[src/rtl/s_memory_pkg.sv]
// s_memory_pkg: shared types for the S-memory fill engine.
// Holds the pattern selector and the controller state encoding so that the
// top level and the pattern generator agree on both.
package s_memory_pkg;

  // Pattern written into the RAM. The encoding matches the 2-bit mode input.
  typedef enum logic [1:0] {
    IDENTITY = 2'd0,
    CONST    = 2'd1,
    RAMP     = 2'd2,
    KEYED    = 2'd3
  } fill_mode_t;

  // Controller states. WRITE fills the RAM, READ issues read-back addresses,
  // DRAIN waits for the compares still in flight after the last read.
  typedef enum logic [2:0] {
    IDLE  = 3'd0,
    WRITE = 3'd1,
    READ  = 3'd2,
    DRAIN = 3'd3,
    DONE  = 3'd4
  } fill_state_t;

  // Deepest RAM read latency the compare pipeline is built for.
  localparam int MAX_RD_LAT = 2;

endpackage

[src/rtl/s_memory_pattern.sv]
// s_memory_pattern: combinational expected-word generator.
// Produces the word that belongs at a given address for the selected pattern.
// The address is zero-extended or truncated to the word width before use, so
// ramp and keyed patterns wrap naturally modulo 2^DATA_W.
module s_memory_pattern
  import s_memory_pkg::*;
#(
  parameter int DATA_W = 8,
  parameter int ADDR_W = 8
) (
  input  logic [ADDR_W-1:0] addr,
  input  fill_mode_t        mode,
  input  logic [DATA_W-1:0] seed,
  output logic [DATA_W-1:0] value
);

  logic [DATA_W-1:0] addr_ext;

  // Select the pattern; the sum in RAMP is DATA_W wide so the carry drops out.
  always_comb begin
    addr_ext = DATA_W'(addr);
    value    = addr_ext;
    unique case (mode)
      IDENTITY: value = addr_ext;
      CONST:    value = seed;
      RAMP:     value = seed + addr_ext;
      KEYED:    value = addr_ext ^ seed;
      default:  value = addr_ext;
    endcase
  end

endmodule

[src/rtl/s_memory_fill.sv]
// s_memory_fill: fills a single-port synchronous RAM with one of four patterns
// and optionally reads every word back, flagging the first address whose read
// data differs from the pattern. Sits between the board controls and the
// s_memory RAM port, ahead of the RC4 key schedule.
module s_memory_fill
  import s_memory_pkg::*;
#(
  parameter int DATA_W = 8,
  parameter int DEPTH  = 256,
  parameter int ADDR_W = $clog2(DEPTH),
  parameter int RD_LAT = 1
) (
  input  logic              clk,
  input  logic              reset,
  input  logic              start,
  input  logic [1:0]        mode,
  input  logic [DATA_W-1:0] seed,
  input  logic              verify,
  input  logic [DATA_W-1:0] q,
  output logic [ADDR_W-1:0] address,
  output logic [DATA_W-1:0] data,
  output logic              written_enable,
  output logic              busy,
  output logic              finish,
  output logic              error,
  output logic [ADDR_W-1:0] error_addr
);

  localparam logic [ADDR_W-1:0] LAST_ADDR  = ADDR_W'(DEPTH - 1);
  localparam logic [1:0]        LAST_DRAIN = 2'(RD_LAT - 1);

  fill_state_t       state;
  fill_state_t       next_state;
  logic              accept;

  logic [ADDR_W-1:0] addr_cnt;
  logic              last_addr;
  logic [1:0]        drain_cnt;
  logic              last_drain;

  fill_mode_t        mode_q;
  logic [DATA_W-1:0] seed_q;
  logic              verify_q;

  logic [ADDR_W-1:0] pipe_addr [RD_LAT];
  logic [RD_LAT-1:0] pipe_valid;

  logic [DATA_W-1:0] write_value;
  logic [DATA_W-1:0] expect_value;
  logic              cmp_valid;
  logic              cmp_miss;

  logic              error_q;
  logic [ADDR_W-1:0] error_addr_q;

  assign last_addr  = (addr_cnt == LAST_ADDR);
  assign last_drain = (drain_cnt == LAST_DRAIN);

  // Pattern for the word currently being written.
  s_memory_pattern #(
    .DATA_W (DATA_W),
    .ADDR_W (ADDR_W)
  ) u_write_pattern (
    .addr  (addr_cnt),
    .mode  (mode_q),
    .seed  (seed_q),
    .value (write_value)
  );

  // Pattern for the read-back word arriving now, keyed by the delayed address.
  s_memory_pattern #(
    .DATA_W (DATA_W),
    .ADDR_W (ADDR_W)
  ) u_check_pattern (
    .addr  (pipe_addr[RD_LAT-1]),
    .mode  (mode_q),
    .seed  (seed_q),
    .value (expect_value)
  );

  // State register; reset drops straight back to IDLE even mid-run.
  always_ff @(posedge clk) begin
    if (!reset) begin
      state <= IDLE;
    end else begin
      state <= next_state;
    end
  end

  // Next-state logic and state-decoded outputs. Start is only honoured when
  // the engine is idle or has just finished, so a run can never be aborted.
  always_comb begin
    next_state     = state;
    accept         = 1'b0;
    busy           = 1'b0;
    finish         = 1'b0;
    written_enable = 1'b0;
    unique case (state)
      IDLE: begin
        if (start) begin
          accept     = 1'b1;
          next_state = WRITE;
        end
      end
      WRITE: begin
        busy           = 1'b1;
        written_enable = 1'b1;
        if (last_addr) begin
          next_state = verify_q ? READ : DONE;
        end
      end
      READ: begin
        busy = 1'b1;
        if (last_addr) begin
          next_state = DRAIN;
        end
      end
      DRAIN: begin
        busy = 1'b1;
        if (last_drain) begin
          next_state = DONE;
        end
      end
      DONE: begin
        finish = 1'b1;
        if (start) begin
          accept     = 1'b1;
          next_state = WRITE;
        end
      end
      default: begin
        next_state = IDLE;
      end
    endcase
  end

  // Address counter walks 0..DEPTH-1 in WRITE and again in READ, then parks
  // at zero; it never steps past the last valid address.
  always_ff @(posedge clk) begin
    if (!reset) begin
      addr_cnt <= '0;
    end else if (accept) begin
      addr_cnt <= '0;
    end else if ((state == WRITE) || (state == READ)) begin
      addr_cnt <= last_addr ? '0 : addr_cnt + ADDR_W'(1);
    end else begin
      addr_cnt <= '0;
    end
  end

  // Drain counter holds DRAIN for exactly RD_LAT cycles.
  always_ff @(posedge clk) begin
    if (!reset) begin
      drain_cnt <= '0;
    end else if (state == DRAIN) begin
      drain_cnt <= drain_cnt + 2'd1;
    end else begin
      drain_cnt <= '0;
    end
  end

  // Run configuration is captured once at accept and held for the whole run.
  always_ff @(posedge clk) begin
    if (!reset) begin
      mode_q   <= IDENTITY;
      seed_q   <= '0;
      verify_q <= 1'b0;
    end else if (accept) begin
      mode_q   <= fill_mode_t'(mode);
      seed_q   <= seed;
      verify_q <= verify;
    end
  end

  // Delay line matching the RAM read latency, so each returning word is
  // paired with the address that fetched it.
  always_ff @(posedge clk) begin
    if (!reset) begin
      for (int i = 0; i < RD_LAT; i++) begin
        pipe_addr[i]  <= '0;
        pipe_valid[i] <= 1'b0;
      end
    end else begin
      pipe_addr[0]  <= addr_cnt;
      pipe_valid[0] <= (state == READ);
      for (int i = 1; i < RD_LAT; i++) begin
        pipe_addr[i]  <= pipe_addr[i-1];
        pipe_valid[i] <= pipe_valid[i-1];
      end
    end
  end

  assign cmp_valid = pipe_valid[RD_LAT-1];
  assign cmp_miss  = cmp_valid && (q != expect_value);

  // Sticky error capture: only the first mismatching address of a run is kept.
  always_ff @(posedge clk) begin
    if (!reset) begin
      error_q      <= 1'b0;
      error_addr_q <= '0;
    end else if (accept) begin
      error_q      <= 1'b0;
      error_addr_q <= '0;
    end else if (cmp_miss && !error_q) begin
      error_q      <= 1'b1;
      error_addr_q <= pipe_addr[RD_LAT-1];
    end
  end

  assign address    = addr_cnt;
  assign data       = written_enable ? write_value : '0;
  assign error      = error_q;
  assign error_addr = error_addr_q;

endmodule

[config.mk]
export PLATFORM = sky130hd
export DESIGN_NAME = s_memory_fill
export DESIGN_NICKNAME = d
export VERILOG_FILES = /design/src/rtl/s_memory_pkg.sv /design/src/rtl/s_memory_pattern.sv /design/src/rtl/s_memory_fill.sv
export SDC_FILE = /design/constraint.sdc
export NUM_CORES = 1
export LEC_CHECK = 0
export ABC_AREA = 0
export CAP_MARGIN = 20
export CELL_PAD_IN_SITES_DETAIL_PLACEMENT = 0
export CELL_PAD_IN_SITES_GLOBAL_PLACEMENT = 2
export CORE_MARGIN = 2
export CORE_UTILIZATION = 27
export CTS_CLUSTER_DIAMETER = 30
export DETAILED_ROUTE_END_ITERATION = 10
export GPL_ROUTABILITY_DRIVEN = 0
export PLACE_DENSITY = 0.76
export SYNTH_ARGS = -nofsm -noshare
export SYNTH_HDL_FRONTEND = slang
export SYNTH_SLANG_ARGS = --single-unit
[constraint.sdc]
create_clock -name clk -period 7.5 [get_ports clk]
set_input_delay 1.5 -clock clk [delete_from_list [all_inputs] [get_ports clk]]
set_output_delay 1.5 -clock clk [all_outputs]
set_load 0.01 [all_outputs]
==> run metrics, run 1 <==
outcome complete, no violations; Worst path slowest cell clkdlybuf4s50_1; final setup violating endpoints 0; post-cts resize count 0; Gate Count Post-Synth 334; syn_nets 374; Buffers on Ports 49; DRT Pass-1 Iters 4; vias in the first global route 2519; H-tree depth 2; Clock Sinks 42; final wirelength 7811 um; Fin Clk Skew 0.008803 ns; commonest cells after routing, fill and taps aside clkdlybuf4s50_1, nand2_1, dfxtp_1; sequential cell area fraction in the yosys report 0.2958; initial antenna violation count 0; Fin Setup TNS 0 ns; Post-CTS Hold Fix Bufs 0; Hold Startpoint drain_cnt[0]; VDD IR max 97.35 uV; RSZ-0062 raised after global routing false; routed vias/inst 4.854; Longest Clk Path Bufs 2; Synth warnings 0; grt total ovfl 0; Worst EP arrival 2.88 ns; Hold Path Stages 1; Clock Tree Root clkbuf_8; r2r setup slk 4.18 ns; FMAX 228.2 MHz; area of the mapped netlist 0.002843 mm2; first-pass GRT wire length 12830 um; fin util 0.3430; fin area 0.003525 mm2; pin count of the biggest net entering global routing 36; DR WL/cell 15.20 um; placed cell count 506; Met1 Wirelength 3718 um; Final Max Tran Viols 0; startpoint types register; worst slew pin tran 0.7973 ns; Max Cap Violations 0; crit-path max FO 8; worst hold slack 0.4119 ns; CTS tree built; Placed Area 0.003430 mm2; R2R Path End error_addr[2]; Worst setup EP type output pin; CP Cell Sequence ha_1, fa_1, a21o_1, a21o_1, a21o_1, a21oi_1, nor2_1, xnor2_1, a21oi_1, clkdlybuf4s50_1; final period utilization 0.5844; Tmin final 4.383 ns; Max transition margin 0.4668; met3 wire len 451 um; P per Cell Area 162.1 mW/mm2; post-route ant nets 0; FF-to-FF path depth 11; DR top layer met4; share of layout cells above drive strength 1 0.06614; # rows 37; DR iter-0 viols 89; Pleak 0.001313 uW; die height 106.6 um; IO Count 50; CTS clk-pin slew, worst paths 0.08 ns; Netlist cell types 54; Worst Path Required 6.00 ns; core area 0.01028 mm2; Hold Path End drain_cnt[0]; Total GRT Usage 0.1428; syn avg cell area 8.511 um2; Setup Buffers After CTS 0; WL met2 3588 um; Post-synth EDFFs 0; Main synth FF type dfxtp_1; CTS buffer count 5; Initial Utilization 0.2766; Hold Vio Cnt, Final 0; asr flop ratio synth 0; FF-to-FF Start seed_q[0]; Worst Path Class, Setup reg2out; Clock Latency Late Sink 0.29 ns; # diodes 0; fin cells 514; drt drc 0; slowest stage delay, CP 0.54 ns; area grow syn2layout 23.99%; total number of vias 2495; FF+latch count, synth 42; die width 106.6 um; Most common cell on crit path a21o_1; Die ar. 0.01137 mm2; commonest non-fill, non-tap cell in the layout clkdlybuf4s50_1; HPWL Detailed 5902 um; Final Net Count 417; Min-Delay Path Class reg2reg
## power breakdown
group,switching (uW),internal (uW)
logic,90.3,74.1
clock network,76.7,74.0
registers,21.7,235
total,189,383
## worst max path at each step
| stage | endpoint | startpoint |
|---|---|---|
| after floorplan | data[6] | address[0] |
| after global placement | data[6] | address[0] |
| after detailed placement | data[6] | address[0] |
| after CTS | data[6] | address[0] |
| after global routing | data[6] | address[0] |
| final | data[6] | address[0] |
## routing by layer
| metal | up-vias | global-route usage |
|---|---|---|
| li1 | 1268 | - |
| met1 | 1159 | 0.1860 |
| met2 | 62 | 0.2389 |
| met3 | 6 | 0.03100 |
| met4 | 0 | 0.03803 |
| met5 | - | 0 |
## layout make-up
cell class	count	area (um2)
clock buffer	6	82.58
clock inverter	2	12.51
fill	1127	6753
inverter	14	52.55
multi-input combinational	263	1861
sequential	42	840.8
tap	136	170.2
timing repair buffer	51	505.5
## metrics by stage
| step | setup WS (ns) | power [uW] |
|---|---|---|
| after floorplan | 3.967 | 370.5 |
| after global placement | 3.443 | 427.2 |
| after detailed placement | 3.448 | 428.4 |
| after CTS | 3.106 | 581.5 |
| after global routing | 2.915 | 611.5 |
| final | 3.117 | 571.4 |
## critical path: cells and delay by family, from the launching register on
family,cells,cell delay [ns]
simple gates,1,0.06
xor+xnor,1,0.14
buf+inv,1,0.54
compound gates,5,0.81
fa+ha+maj,2,0.64
flops,1,0.39
## sequential cells by signal (all words and copies together), names as in the netlist
name	cells
seed_q	8
verify_q	1
error	1
cmp_valid	1
pipe_addr	8
drain_cnt	2
mode_q	2
error_addr	8
state	3
address	8
## synthesized netlist by cell type (all sizes together), types with 9 or more instances
master	count	area [um2]
mux2i	9	90.09
nor2	26	97.59
inv	12	45.04
a21oi	15	75.07
nand2	42	157.7
xnor2	10	87.58
clkbuf	12	55.05
o21ai	13	65.06
ha	16	200.2
nand3	16	80.08
xor2	12	105.1
a21boi	21	157.7
and2	13	83.83
dfxtp	42	840.8
## cells by family (layout without fill, tap and decap cells)
group | Yosys count | in the layout | synth area share
flops | 42 | 42 | 0.2958
compound gates | 88 | 88 | 0.2289
buf+inv | 29 | 73 | 0.04973
fa+ha+maj | 18 | 18 | 0.08451
mux | 16 | 16 | 0.07262
xor+xnor | 22 | 22 | 0.06778
simple gates | 119 | 119 | 0.2007
(Power assumes the default switching activity.)
==> run 2: changes to the inputs <==
--- a/config.mk
+++ b/config.mk
@@ -14,7 +14,7 @@
 export CTS_CLUSTER_DIAMETER = 30
 export DETAILED_ROUTE_END_ITERATION = 10
 export GPL_ROUTABILITY_DRIVEN = 0
-export PLACE_DENSITY = 0.76
+export PLACE_DENSITY = 0.79
 export SYNTH_ARGS = -nofsm -noshare
 export SYNTH_HDL_FRONTEND = slang
 export SYNTH_SLANG_ARGS = --single-unit
==> constraint.sdc (replaced) <==
create_clock -name clk -period 4 [get_ports clk]
set_input_delay 0.8 -clock clk [delete_from_list [all_inputs] [get_ports clk]]
set_output_delay 0.8 -clock clk [all_outputs]
set_load 0.01 [all_outputs]
==> run metrics, run 2 (synthesis results as in run 1) <==
initial antenna violation count 0; Pleak 0.001317 uW; CTS buffer count 5; die width 106.6 um; FF-to-FF path depth 10; r2r setup slk 0.71 ns; Placed Area 0.003445 mm2; Worst Path Required 3.20 ns; die height 106.6 um; family with the most delay on the worst path compound AO/OA/AOI/OAI gates; final-layout fill cell count 1103; Worst path slowest cell clkdlybuf4s50_1; Hold Startpoint drain_cnt[0]; share of layout cells above drive strength 1 0.07105; Max transition margin 0.4502; area grow syn2layout 24.43%; CTS tree built; fin area 0.003537 mm2; startpoint types register; CTS clk-pin slew, worst paths 0.09 ns; final setup violating endpoints 0; outcome complete, no violations; sequential cell area 840.8 um2; Max Cap Violations 0; Hold Path Stages 1; final period utilization 0.9253; P per Cell Area 303.2 mW/mm2; slowest stage delay, CP 0.55 ns; # rows 37; VDD IR max 158.9 uV; fin util 0.3442; Post-CTS Hold Fix Bufs 0; Die ar. 0.01137 mm2; HPWL Detailed 5819 um; Most common cell on crit path a21o_1; Hold Vio Cnt, Final 0; commonest non-fill, non-tap cell in the layout clkdlybuf4s50_1; R2R Path End error_addr[1]; # diodes 0; area of the multi-input gates 0.001861 mm2; Buffers on Ports 49; Fin Clk Skew 0.01682 ns; worst slew pin tran 0.8236 ns; Initial Utilization 0.2766; Hold Path End drain_cnt[0]; drt drc 0; RSZ-0062 raised after global routing false; Longest Clk Path Bufs 2; CP Cell Sequence ha_1, fa_1, a21o_1, a21o_1, a21o_1, a21oi_1, nor2_1, xnor2_1, a21oi_1, clkdlybuf4s50_1; pin count of the biggest net entering global routing 26; Setup Buffers After CTS 0; commonest cells after routing, fill and taps aside clkdlybuf4s50_1, nand2_1, dfxtp_1; Worst setup EP type output pin; final wirelength 7581 um; Critical path buffers and inverters 1; vias in the first global route 2412; post-cts resize count 0; Worst EP arrival 2.90 ns; routed vias/inst 4.802; DR WL/cell 14.69 um; FF-to-FF Start seed_q[1]; Clock Latency Late Sink 0.30 ns; post-route ant nets 0; crit-path max FO 8; H-tree depth 2; Clock Tree Root clkbuf_8; Final Net Count 419; Fin Setup TNS 0 ns; grt total ovfl 0; IO Count 50; total number of vias 2478; DRT Pass-1 Iters 4; first-pass GRT wire length 12120 um; Final Max Tran Viols 0; Min-Delay Path Class reg2reg; FMAX 270.2 MHz; DR iter-0 viols 100; Worst Path Class, Setup reg2out; core area 0.01028 mm2; Tmin final 3.701 ns; Total GRT Usage 0.1342; Clock Sinks 42
## run 2: cell types whose count changed in the layout (fill, tap and decap cells not counted), sizes merged
cell,previous run,this run
buf,2,4
clkbuf,6,5
clkinv,3,2
clkinvlp,1,2
inv,12,13
## run 2: how the worst max path moves through the flow
stage	startpoint	to	slack [ns]	depth (start not counted)
finish	address[0]	data[6]	0.30	10
global route	address[1]	data[7]	0.09	10
CTS	address[0]	data[6]	0.29	10
detailed placement	address[0]	data[6]	0.63	10
global placement	address[0]	data[6]	0.66	10
floorplan	seed_q[0]	error_addr[1]	1.09	11
## run 2: layer usage
| metal | track usage | vias to the layer above | wire, um |
|---|---|---|---|
| met5 | 0 | - | 0 |
| met4 | 0.02412 | 0 | 31 |
| met3 | 0.02188 | 2 | 249 |
| met2 | 0.2325 | 51 | 3630 |
| met1 | 0.1774 | 1152 | 3670 |
| li1 | - | 1273 | - |
## run 2: power by group
group	internal [uW]	switching [uW]
clock network	125	159
logic	141	154
registers	440	53.3
## run 2: final cells by class
type | count | share of cell area
multi-input combinational | 263 | 0.5260
sequential | 42 | 0.2377
timing repair buffer | 53 | 0.1472
tap | 136 | 0.04811
clock buffer | 5 | 0.01946
inverter | 14 | 0.01486
clock inverter | 3 | 0.006721
## run 2: stage by stage
step                setup WS [ns]  power [uW]  hold WS (ns)  std cells
finish                     0.2987        1072        0.4142        516
global route              0.08793        1144        0.4425        516
CTS                        0.2916        1088        0.4207        516
detailed placement         0.6305       802.7        0.4075        508
global placement           0.6625       800.8        0.3988        508
floorplan                   1.088       694.7        0.3925        334
## run 2: worst register-to-register path, delay by kind of cell (launching register included)
kind	cells	cell delay, ns
xor+xnor	1	0.11
buf+inv	1	0.12
simple gates	2	0.83
compound gates	5	1.18
flops	1	0.50
fa+ha+maj	1	0.49
==> run 3: changes to the inputs <==
==> constraint.sdc (replaced) <==
create_clock -name clk -period 3.03 [get_ports clk]
set_input_delay 0.606 -clock clk [delete_from_list [all_inputs] [get_ports clk]]
set_output_delay 0.606 -clock clk [all_outputs]
set_load 0.01 [all_outputs]
==> run metrics, run 3 (synthesis results as in run 1) <==
Hold Vio Cnt, Final 0; Clock Sinks 42; placed cell count 531; first-pass GRT wire length 13110 um; # diodes 0; Worst path slowest cell dfxtp_4; Fin Clk Skew 0.01279 ns; drt drc 0; pin count of the biggest net entering global routing 25; Buffers on Ports 49; IO Count 50; Most common cell on crit path a21o_1; slowest stage delay, CP 0.37 ns; Post-CTS Hold Fix Bufs 0; outcome complete, no violations; Max transition margin 0.6311; H-tree depth 2; CTS tree built; share of layout cells above drive strength 1 0.1671; Min-Delay Path Class reg2reg; area grow syn2layout 33.14%; vias in the first global route 2621; crit-path max FO 4; Clock Latency Late Sink 0.30 ns; total number of vias 2560; die width 106.6 um; Final Net Count 446; Tmin final 2.907 ns; CTS clk-pin slew, worst paths 0.08 ns; final setup violating endpoints 0; post-route ant nets 0; DR WL/cell 14.74 um; RSZ-0062 raised after global routing true; P per Cell Area 387.0 mW/mm2; Initial Utilization 0.2766; worst slew pin tran 0.5534 ns; VDD IR max 170.3 uV; CP Cell Sequence ha_2, fa_2, a21o_1, a21o_1, a21o_1, a21oi_2, nor2_1, xnor2_1, a21oi_1, buf_2; CTS buffer count 5; DRT Pass-1 Iters 4; fin cells 543; final period utilization 0.9594; Max Cap Violations 0; DR iter-0 viols 61; r2r setup slk 0.16 ns; FF-to-FF path depth 12; Longest Clk Path Bufs 2; final wirelength 8002 um; initial antenna violation count 0; Die ar. 0.01137 mm2; Total GRT Usage 0.1460; Critical path buffers and inverters 1; Final Max Tran Viols 0; Hold Path Stages 1; startpoint types register; Worst Path Required 2.42 ns; Pleak 0.001476 uW; FMAX 344.0 MHz; routed vias/inst 4.715; commonest cells after routing, fill and taps aside clkdlybuf4s50_1, nand2_1, dfxtp_1; die height 106.6 um; family with the most delay on the worst path compound AO/OA/AOI/OAI gates; Worst setup EP type output pin; Clock Tree Root clkbuf_8; commonest non-fill, non-tap cell in the layout clkdlybuf4s50_1; # rows 37; Fin Setup TNS 0 ns; grt total ovfl 0; Worst EP arrival 2.30 ns; HPWL Detailed 6257 um; core area 0.01028 mm2; cell depth of the worst setup path 10; Worst Path Class, Setup reg2out
==> run 3: per-stage QoR <==
step                instance area, um2    util  setup slack (ns)  hold WS (ns)  total power, uW
floorplan                         2843       -            0.1178        0.3925            917.1
global placement                  3617  0.3520          -0.07756        0.3986             1098
detailed placement                3617  0.3520           -0.1261        0.4113             1099
CTS                               3721  0.3621          0.003472        0.4240             1483
global route                      3785  0.3683          -0.02020        0.4585             1562
finish                            3785  0.3683            0.1230        0.4190             1465
==> run 3: path summary, 6_finish.rpt <==
check                                startpoint            end
worst min-delay path               drain_cnt[0]   drain_cnt[0]
worst min register to register     drain_cnt[0]   drain_cnt[0]
worst max register to register  pipe_addr[0][0]  error_addr[4]
worst max-delay path                  seed_q[0]        data[6]
==> run 3: layout make-up <==
cell class                      instances  area (um2)
Clock buffer                            5       68.82
Multi-Input combinational cell        263        1907
Inverter                               14       56.30
Sequential cell                        42       850.8
Fill cell                            1117        6492
Timing Repair Buffer                   80       706.9
Clock inverter                          3       25.02
Tap cell                              136       170.2
==> run 3: repair_timing <==
action,in CTS,in global routing
pin swaps,2,12
setup buffers,0,3
endpoints found under the setup margin,13,14
gates cloned,1,0
resized for setup,14,18
==> run 3: routing by layer <==
layer / track usage / share of wire / routed length [um]
met1: 0.1895 / 0.49 / 3898
met2: 0.2534 / 0.47 / 3797
met3: 0.02432 / 0.031 / 249
met4: 0.03340 / 0.0072 / 58
met5: 0 / 0 / 0
==> run 3: power by group <==
part / internal (uW) / switching, uW
combinational: 220 / 248
clock: 166 / 208
sequential: 581 / 41.1
